[config.mk]
export PLATFORM = sky130hd
export DESIGN_NAME = router_fifo_reader_flat
export DESIGN_NICKNAME = d
export VERILOG_FILES = /design/src/rtl/router_fifo_reader_if.sv /design/src/rtl/router_fifo_reader.sv /design/src/flat_wrapper.sv
export SDC_FILE = /design/constraint.sdc
export NUM_CORES = 1
export LEC_CHECK = 0
export ABC_CLOCK_PERIOD_IN_PS = 1720
export CAP_MARGIN = 10
export CORE_MARGIN = 2
export CORE_UTILIZATION = 47
export CTS_CLUSTER_SIZE = 20
export DETAILED_ROUTE_END_ITERATION = 6
export PLACE_DENSITY = 0.75
export RECOVER_POWER = 100
export SETUP_SLACK_MARGIN = 0.02
export SYNTH_ARGS = -nofsm -noshare
export SYNTH_HDL_FRONTEND = slang
export SYNTH_SLANG_ARGS = --single-unit
[constraint.sdc]
create_clock -name clock -period 1.72 [get_ports clock]
set_clock_uncertainty 0.15 [all_clocks]
set_input_delay 0.344 -clock clock [delete_from_list [all_inputs] [get_ports clock]]
set_output_delay 0.344 -clock clock [all_outputs]
set_load 0.1 [all_outputs]
[src/rtl/router_fifo_reader_if.sv]
// router_fifo_reader_if: FIFO read port plus output-port handshake of one router FIFO reader
interface router_fifo_reader_if #(parameter int DATA_W = 8);
  logic              fifo_empty;
  logic [DATA_W:0]   fifo_data;
  logic              fifo_read_enb;
  logic              read_enb;
  logic              vld_out;
  logic [DATA_W-1:0] data_out;
  logic              sop_out;
  logic              soft_reset;
  logic              pkt_done;
  logic              frame_err;
  modport master (
    input  fifo_empty, fifo_data, read_enb,
    output fifo_read_enb, vld_out, data_out, sop_out, soft_reset, pkt_done, frame_err
  );
  modport slave (
    output fifo_empty, fifo_data, read_enb,
    input  fifo_read_enb, vld_out, data_out, sop_out, soft_reset, pkt_done, frame_err
  );
endinterface

[src/rtl/router_fifo_reader.sv]
// router_fifo_reader: drains one router FIFO toward an output port, tracks packet framing and stall timeout
module router_fifo_reader #(
  parameter int DATA_W  = 8,
  parameter int LEN_W   = 6,
  parameter int TIMEOUT = 30
) (
  input logic clock,
  input logic resetn,
  router_fifo_reader_if.master bus
);
  typedef enum logic [1:0] {IDLE, FETCH, PRESENT} state_t;
  localparam int SC_W = $clog2(TIMEOUT);
  localparam logic [LEN_W:0] ONE = (LEN_W+1)'(1);
  localparam logic [SC_W-1:0] SC_ONE = SC_W'(1);
  localparam logic [SC_W-1:0] SC_LAST = SC_W'(TIMEOUT - 1);
  state_t state;
  logic [LEN_W:0] bytes_left;
  logic [SC_W-1:0] stall_cnt;
  logic accept, timeout, hdr;
  logic [LEN_W:0] len;
  assign accept  = state == PRESENT && bus.read_enb;
  assign timeout = state == PRESENT && !bus.read_enb && stall_cnt == SC_LAST;
  // no pop while held in reset or during the soft_reset cycle, so the FIFO can flush first
  assign bus.fifo_read_enb = resetn && !bus.fifo_empty && ((state == IDLE && !bus.soft_reset) || accept);
  assign hdr = bus.fifo_data[DATA_W];
  assign len = {1'b0, bus.fifo_data[DATA_W-1:2]} + ONE;
  always_ff @(posedge clock or negedge resetn)
    if (!resetn) begin
      state          <= IDLE;
      bytes_left     <= '0;
      stall_cnt      <= '0;
      bus.vld_out    <= 1'b0;
      bus.data_out   <= '0;
      bus.sop_out    <= 1'b0;
      bus.soft_reset <= 1'b0;
      bus.pkt_done   <= 1'b0;
      bus.frame_err  <= 1'b0;
    end else begin
      bus.soft_reset <= 1'b0;
      bus.pkt_done   <= 1'b0;
      bus.frame_err  <= 1'b0;
      case (state)
        IDLE: if (bus.fifo_read_enb) state <= FETCH;
        FETCH: begin
          {bus.sop_out, bus.data_out} <= bus.fifo_data;
          bus.vld_out   <= 1'b1;
          bytes_left    <= hdr ? len : bytes_left;
          bus.frame_err <= hdr ? bytes_left != '0 : bytes_left == '0;
          state         <= PRESENT;
        end
        PRESENT:
          if (accept) begin
            bus.vld_out  <= 1'b0;
            stall_cnt    <= '0;
            if (!bus.sop_out && bytes_left != '0) bytes_left <= bytes_left - ONE;
            bus.pkt_done <= !bus.sop_out && bytes_left == ONE;
            state        <= bus.fifo_read_enb ? FETCH : IDLE;
          end else if (timeout) begin
            bus.soft_reset <= 1'b1;
            bus.vld_out    <= 1'b0;
            bytes_left     <= '0;
            stall_cnt      <= '0;
            state          <= IDLE;
          end else
            stall_cnt <= stall_cnt + SC_ONE;
        default: state <= IDLE;
      endcase
    end
endmodule

[src/flat_wrapper.sv]
// flat-port wrapper written by rule: the top's interface ports become plain ports
module router_fifo_reader_flat 
#(
  parameter int DATA_W  = 8,
  parameter int LEN_W   = 6,
  parameter int TIMEOUT = 30
)
  (clock, resetn, bus_fifo_empty, bus_fifo_data, bus_read_enb, bus_fifo_read_enb, bus_vld_out, bus_data_out, bus_sop_out, bus_soft_reset, bus_pkt_done, bus_frame_err);
  router_fifo_reader_if #(.DATA_W(DATA_W)) bus_i ();
  input logic clock;
  input logic resetn;
  input wire logic [$bits(bus_i.fifo_empty)-1:0] bus_fifo_empty;
  input wire logic [$bits(bus_i.fifo_data)-1:0] bus_fifo_data;
  input wire logic [$bits(bus_i.read_enb)-1:0] bus_read_enb;
  output wire logic [$bits(bus_i.fifo_read_enb)-1:0] bus_fifo_read_enb;
  output wire logic [$bits(bus_i.vld_out)-1:0] bus_vld_out;
  output wire logic [$bits(bus_i.data_out)-1:0] bus_data_out;
  output wire logic [$bits(bus_i.sop_out)-1:0] bus_sop_out;
  output wire logic [$bits(bus_i.soft_reset)-1:0] bus_soft_reset;
  output wire logic [$bits(bus_i.pkt_done)-1:0] bus_pkt_done;
  output wire logic [$bits(bus_i.frame_err)-1:0] bus_frame_err;
  assign bus_i.fifo_empty = bus_fifo_empty;
  assign bus_i.fifo_data = bus_fifo_data;
  assign bus_i.read_enb = bus_read_enb;
  assign bus_fifo_read_enb = bus_i.fifo_read_enb;
  assign bus_vld_out = bus_i.vld_out;
  assign bus_data_out = bus_i.data_out;
  assign bus_sop_out = bus_i.sop_out;
  assign bus_soft_reset = bus_i.soft_reset;
  assign bus_pkt_done = bus_i.pkt_done;
  assign bus_frame_err = bus_i.frame_err;
  router_fifo_reader #(.DATA_W(DATA_W), .LEN_W(LEN_W), .TIMEOUT(TIMEOUT)) u_core (.clock(clock), .resetn(resetn), .bus(bus_i));
endmodule
==> metrics.cfg, run 1 <==
[outcome]
status = finished with violations
violations = setup timing

[routing]
drt_wl_total_um = 4080
drc_errors = 0
post_drt_wl_per_cell_um = 17.0
via_count = 1352
drtPass1Iterations = 5
drt_iter0_markers = 100
avgViaCountPerCell = 5.63
ant_nets = 0

[cts]
cts_tree = yes
htreeDepth = 1
clkTransAtPathRegs_ns = 0.16
numCtsBuffers = 3
cts-root-buf = clkbuf_4
clock_path_buffers = 2
clock-sinks = 27
clock_latency_ns = 0.34

[timing]
max_freq_mhz = 464
finalCritPeriodShare_pct = 125
min_period_ns = 2.16
finalMaxSlewViolations = 0
relSlewSlack_pct = 54.0
rsz0062_at_grt = true
setup_viol = 13
whs_ns = 0.374
fin_ws_ns = -0.437
worst_slew_pin_slew_ns = 0.690
hold_violations = 0

[final_layout]
multi_input_area_um2 = 942
fill_cells = 217
layout.cells.non_filler = 240
mostFrequentLayoutCells = 25 x dfrtp_1, 23 x buf_4, 15 x clkbuf_4
final_common_cell = dfrtp_1
regArea_um2 = 678
drive_gt1_share_pct = 46.4
finish.net_count = 221
area_growth_pct = 47.9
antenna_cells = 0
final_area_um2 = 2280

[job]
maxCapViolCount = 0

[grt]
met2_usage_pct = 41.3
grtUsageTotal_pct = 24.4
global_route.usage.met3_pct = 3.36
grt_pass1_wl_um = 6700
met1_usage_pct = 30.6
first_global_vias = 1446
antenna_found_initial = 0
grt_start_max_net_pins = 28
globalRouteOverflowTotal = 0
busiest_layer = met2

[worst_setup_path]
endpoint_kind = primary output
critPathKind = reg2out
cp.required_ns = 1.23
path_max_fanout = 3
crit_arrival_ns = 1.66
crit_path_start_kind = register

[placement]
place_congestion = 0.833
dpl_cell_area_um2 = 2230
dp.cells = 230
io_buffers = 26
post-dp-hpwl_um = 2830
preCtsSetupSlack_ns = -0.236

[power]
ir_drop_mv = 1.20
power.leakage_uw = 0.00100
p_per_area_nw_per_um2 = 2070
power_uw = 4720

[floorplanning]
die_area_um2 = 3750
coreArea_um2 = 3080
die_x_um = 61.2
die_h_um = 61.2
initial_utilization_pct = 50.0
io-pin-count = 27
rows = 20

[synth]
synthCells = 137
synth.distinct_cells = 41
synthesis.nets = 161
synth_edf_count = 0
synth-seq-cells = 27
synth-seq-area-share_pct = 43.9
synthArstFlopShare_pct = 100
syn_area_um2 = 1540
ys.flop_type = dfrtp_1
syn_avg_cell_area_um2 = 11.2
yosysWarnings = 0

[min_path]
hold_path_class = reg2reg

==> worst max-delay path: stages (launching register included) <==
cell and delay [ns]:
dfrtp_2 0.48, ha_4 0.18, and2_4 0.15, o21ai_4 0.20
clkinvlp_4 0.14, buf_12 0.18
==> kinds of logic after synthesis <==
logic type      share of synthesized area [%]
xor+xnor                                 3.41
flops                                    43.9
mux                                      10.5
compound gates                           13.6
simple gates                             15.4
fa+ha+maj                                8.94
buf+inv                                  4.23
==> worst paths after layout <==
kind                               startpoint               endpoint  slack, ns  depth (start not counted)
setup reg to reg              u_core.state[1]        u_core.state[1]      -0.17                          7
min in group asynchronous              resetn        u_core.state[0]       0.44                          2
setup / recovery              u_core.state[1]      bus_fifo_read_enb      -0.44                          5
max in group asynchronous              resetn  u_core.bus.soft_reset       0.50                          2
hold / removal             u_core.bus.vld_out     u_core.bus.vld_out       0.37                          1
hold reg to reg            u_core.bus.vld_out     u_core.bus.vld_out       0.37                          1
==> metal layers <==
layer  up-vias  part of all wire [%]
met1       671                    41
li1        611                     -
met5         -                     0
met4         0                   2.9
met2        54                    51
met3        16                   4.4
==> layout make-up <==
cell class                 instances  area share, %
multi-input combinational         98           41.4
inverter                           9           1.87
clock buffer                       3          0.990
sequential                        27           29.8
timing repair buffer              58           23.3
clock inverter                     1          0.220
tap                               44           2.42
==> cell usage after synthesis (all sizes together), types with 2 or more instances <==
| master | count | area share (%) |
|---|---|---|
| dfrtp | 27 | 44 |
| ha | 11 | 8.9 |
| mux2 | 11 | 8.5 |
| inv | 9 | 2.5 |
| nand3 | 9 | 2.9 |
| nor2 | 6 | 1.5 |
| a21oi | 5 | 1.9 |
| nand2 | 5 | 1.2 |
| o21ai | 5 | 1.9 |
| xnor2 | 5 | 2.8 |
| o31ai | 4 | 2.0 |
| a22o | 3 | 2.0 |
| mux2i | 3 | 2.0 |
| nor3 | 3 | 1.3 |
| nor3b | 3 | 2.2 |
| o22ai | 3 | 1.2 |
| and2 | 2 | 0.81 |
| buf | 2 | 1.5 |
| nand2b | 2 | 0.81 |
| nand3b | 2 | 1.8 |
| nand4 | 2 | 0.81 |
| nor2b | 2 | 0.81 |
| o21a | 2 | 0.98 |
==> power breakdown <==
group / internal (uW) / switching, uW / total [uW]
Sequential: 887 / 216 / 1100
Combinational: 1330 / 1980 / 3310
Clock: 87.7 / 210 / 298
==> sequential cells by signal, summed over array words and instances (netlist names) <==
| name | cells |
|---|---|
| u_core.bus.data_out | 8 |
| u_core.bytes_left | 7 |
| u_core.stall_cnt | 5 |
| u_core.state | 2 |
| u_core.bus.frame_err | 1 |
| u_core.bus.pkt_done | 1 |
| u_core.bus.soft_reset | 1 |
| u_core.bus.sop_out | 1 |
| u_core.bus.vld_out | 1 |
==> per-stage QoR <==
stage	utilization, %	setup TNS, ns
6_report	73.9	-1.34
3_3_place_gp	72.4	-1.30
4_1_cts	77.2	-1.18
3_5_place_dp	72.4	-1.67
5_1_grt	73.9	-2.46
2_1_floorplan	-	-0.276
==> timing repair <==
action                     CTS  global route
hold buffers                 0             0
pin swaps                    8             3
cloned                       0             0
gates resized for setup     21             8
setup buffers                4             3
setup endpoints to repair    9            15
Power figures use the tool's default switching activity.
==> run 2, diff against run 1 <==
--- a/config.mk
+++ b/config.mk
@@ -7,11 +7,13 @@
 export LEC_CHECK = 0
 export ABC_CLOCK_PERIOD_IN_PS = 1720
 export CAP_MARGIN = 10
+export CELL_PAD_IN_SITES_DETAIL_PLACEMENT = 1
+export CELL_PAD_IN_SITES_GLOBAL_PLACEMENT = 1
 export CORE_MARGIN = 2
-export CORE_UTILIZATION = 47
+export CORE_UTILIZATION = 37
 export CTS_CLUSTER_SIZE = 20
 export DETAILED_ROUTE_END_ITERATION = 6
-export PLACE_DENSITY = 0.75
+export PLACE_DENSITY_LB_ADDON = 0.1
 export RECOVER_POWER = 100
 export SETUP_SLACK_MARGIN = 0.02
 export SYNTH_ARGS = -nofsm -noshare
==> run 2 against run 1 <==
Effect of this change:
- the run still ends with setup timing left
- design area rose by 6.9%
- flip-flop and latch count did not move
- setup slack improved by 0.15 ns
- clock power rose by 21%
- via count fell by 3.4%
- wire length rose by 11%
- sequential share of layout area fell by 1.9 points
- sequential power barely moved
- final cell count rose by 5.4%
- core utilization fell by 13 points
- critical endpoint unchanged
- highest routed layer unchanged
==> metrics.cfg, run 2 (synthesis results as in run 1) <==
[placement]
place_congestion = 0.910  ; +9.2%
dp.cells = 237  ; +3.0%
io_buffers = 26  ; unchanged
post-dp-hpwl_um = 3310  ; +17%

[cts]
postCtsHoldBufs = 0  ; unchanged
clkTransAtPathRegs_ns = 0.09  ; -0.07 ns
clock-sinks = 27  ; unchanged
cts-root-buf = clkbuf_8
clock_latency_ns = 0.27  ; -0.07 ns
numCtsBuffers = 3  ; unchanged
htreeDepth = 1  ; unchanged
clock_path_buffers = 2  ; unchanged
cts_tree = yes

[worst_setup_path]
path_max_fanout = 3  ; unchanged
endpoint_kind = primary output
crit_arrival_ns = 1.51  ; -0.15 ns
cp.required_ns = 1.23  ; about the same
crit_path_start_kind = register
critPathKind = reg2out

[routing]
drtPass1Iterations = 4  ; -1
ant_nets = 0  ; unchanged
post_drt_wl_per_cell_um = 17.9  ; +5.0%
drt_iter0_markers = 34  ; -66%
drt_wl_total_um = 4520  ; +11%
via_count = 1306  ; -3.4%
avgViaCountPerCell = 5.16  ; -8.4%
drc_errors = 0  ; unchanged

[power]
power_frac_comb_pct = 69.9  ; -0.4 points
power.leakage_uw = 0.00106  ; +5.6%
p_int_uw = 2460  ; +6.8%
p_switching_uw = 2450  ; +1.9%
p_per_area_nw_per_um2 = 2020  ; -2.5%
p_clk_share_pct = 7.3  ; +1.0 points
ir_drop_mv = 1.37  ; +14%
p_sw_share_pct = 49.9  ; -1.2 points
power_uw = 4920  ; +4.3%
p_seq_share_pct = 22.7  ; -0.7 points

[outcome]
violations = setup timing
status = finished with violations

[floorplanning]
die_area_um2 = 4690  ; +25%
io-pin-count = 27  ; unchanged
die_x_um = 68.5  ; +12%
rows = 23  ; +15%
die_h_um = 68.5  ; +12%
initial_utilization_pct = 38.5  ; -12 points
coreArea_um2 = 4000  ; +30%

[final_layout]
mostFrequentLayoutCells = 27 x buf_4, 24 x dfrtp_1, 11 x clkdlybuf4s50_1, 11 x buf_2, 9 x mux2_2
area_growth_pct = 58.1
largest_register_ffs = 8  ; unchanged
drive_gt1_share_pct = 52.7  ; +6.3 points
final_common_cell = buf_4
largestRegisters = u_core.bus.data_out x8, u_core.bytes_left x7, u_core.stall_cnt x5
multi_input_area_um2 = 1010  ; +7.4%
regArea_um2 = 679  ; +0.18%
fill_cells = 405  ; +87%
top_register = u_core.bus.data_out
finish.net_count = 228  ; +3.2%
layout.cells.non_filler = 253  ; +5.4%
antenna_cells = 0  ; unchanged

[job]
maxCapViolCount = 0  ; unchanged

[timing]
max_freq_mhz = 499  ; +7.6%
relSlewSlack_pct = 52.4  ; -1.6 points
rsz0062_at_grt = true
finalMaxSlewViolations = 0  ; unchanged
hold_violations = 0  ; unchanged
min_period_ns = 2.01  ; -0.152 ns
setup_tns_ns = -0.902  ; +0.438 ns
finalCritPeriodShare_pct = 117  ; -8.9 points
fin_ws_ns = -0.285  ; +0.152 ns
setup_viol = 11  ; -2
worst_slew_pin_slew_ns = 0.715  ; +0.0246 ns

[grt]
met2_usage_pct = 38.3  ; -3.0 points
grtUsageTotal_pct = 21.1  ; -3.3 points
busiest_layer = met2
first_global_vias = 1512  ; +4.6%
grt_pass1_wl_um = 7220  ; +7.7%
grt_start_max_net_pins = 28  ; unchanged
antenna_found_initial = 0  ; unchanged
globalRouteOverflowTotal = 0  ; unchanged
met1_usage_pct = 26.0  ; -4.6 points
global_route.usage.met3_pct = 3.57  ; +0.21 points

[min_path]
hold_path_class = reg2reg

==> run 2: timing repair <==
item / CTS / global route
setup endpoints to repair: 9 / 27
pin swaps: 14 / 9
resized for setup: 29 / 20
endpoints found under the hold margin: 0 / 0
setup buffers: 9 / 7
==> run 2: cell type report <==
cell class	count	area share (%)
sequential	27	27.9
timing repair buffer	65	24.3
multi-input combinational	98	41.6
inverter	9	1.75
clock buffer	4	1.85
tap	50	2.57
==> run 2: path summary, 6_finish.rpt <==
check | startpoint | end | slack, ns | cells past startpoint
min in group asynchronous | resetn | u_core.bytes_left[4] | 0.54 | 2
max in group asynchronous | resetn | u_core.bus.sop_out | 0.38 | 2
max reg2reg | u_core.state[0] | u_core.state[1] | -0.18 | 8
min reg2reg | u_core.bus.data_out[7] | u_core.bus.data_out[7] | 0.37 | 1
max | u_core.state[1] | bus_fifo_read_enb | -0.29 | 6
min | u_core.bus.data_out[7] | u_core.bus.data_out[7] | 0.37 | 1
==> run 2: per-stage QoR <==
| stage | utilization [%] | hold WS (ns) | instance area [um2] | setup slack, ns |
|---|---|---|---|---|
| floorplan | - | -0.102 | 1590 | -0.239 |
| global placement | 56.7 | 0.339 | 2270 | -0.207 |
| detailed placement | 56.7 | 0.379 | 2270 | -0.218 |
| CTS | 62.0 | 0.346 | 2480 | -0.287 |
| global route | 60.8 | 0.383 | 2430 | -0.345 |
| finish | 60.8 | 0.366 | 2430 | -0.285 |
==> run 2: worst max-delay path: stages, from the launching register on <==
cell and delay, ns:
dfrtp_2 0.43, inv_2 0.07, ha_4 0.16, nor2b_4 0.12, o21ai_4 0.18, clkinvlp_4 0.12
buf_12 0.17
==> run 2: power by group through the flow <==
stage / clock, uW / combinational, uW / sequential [uW]
after global placement: 0 / 3230 / 1150
after global routing: 392 / 3630 / 1160
after floorplan: 0 / 1080 / 2000
after CTS: 375 / 3610 / 1190
final: 360 / 3440 / 1120
after detailed placement: 0 / 3300 / 1170
==> run 2: per-layer routing <==
metal | vias to the layer above | routed length (um)
li1 | 628 | -
met1 | 659 | 1920
met2 | 17 | 2470
met3 | 2 | 117
met4 | 0 | 20
met5 | - | 0
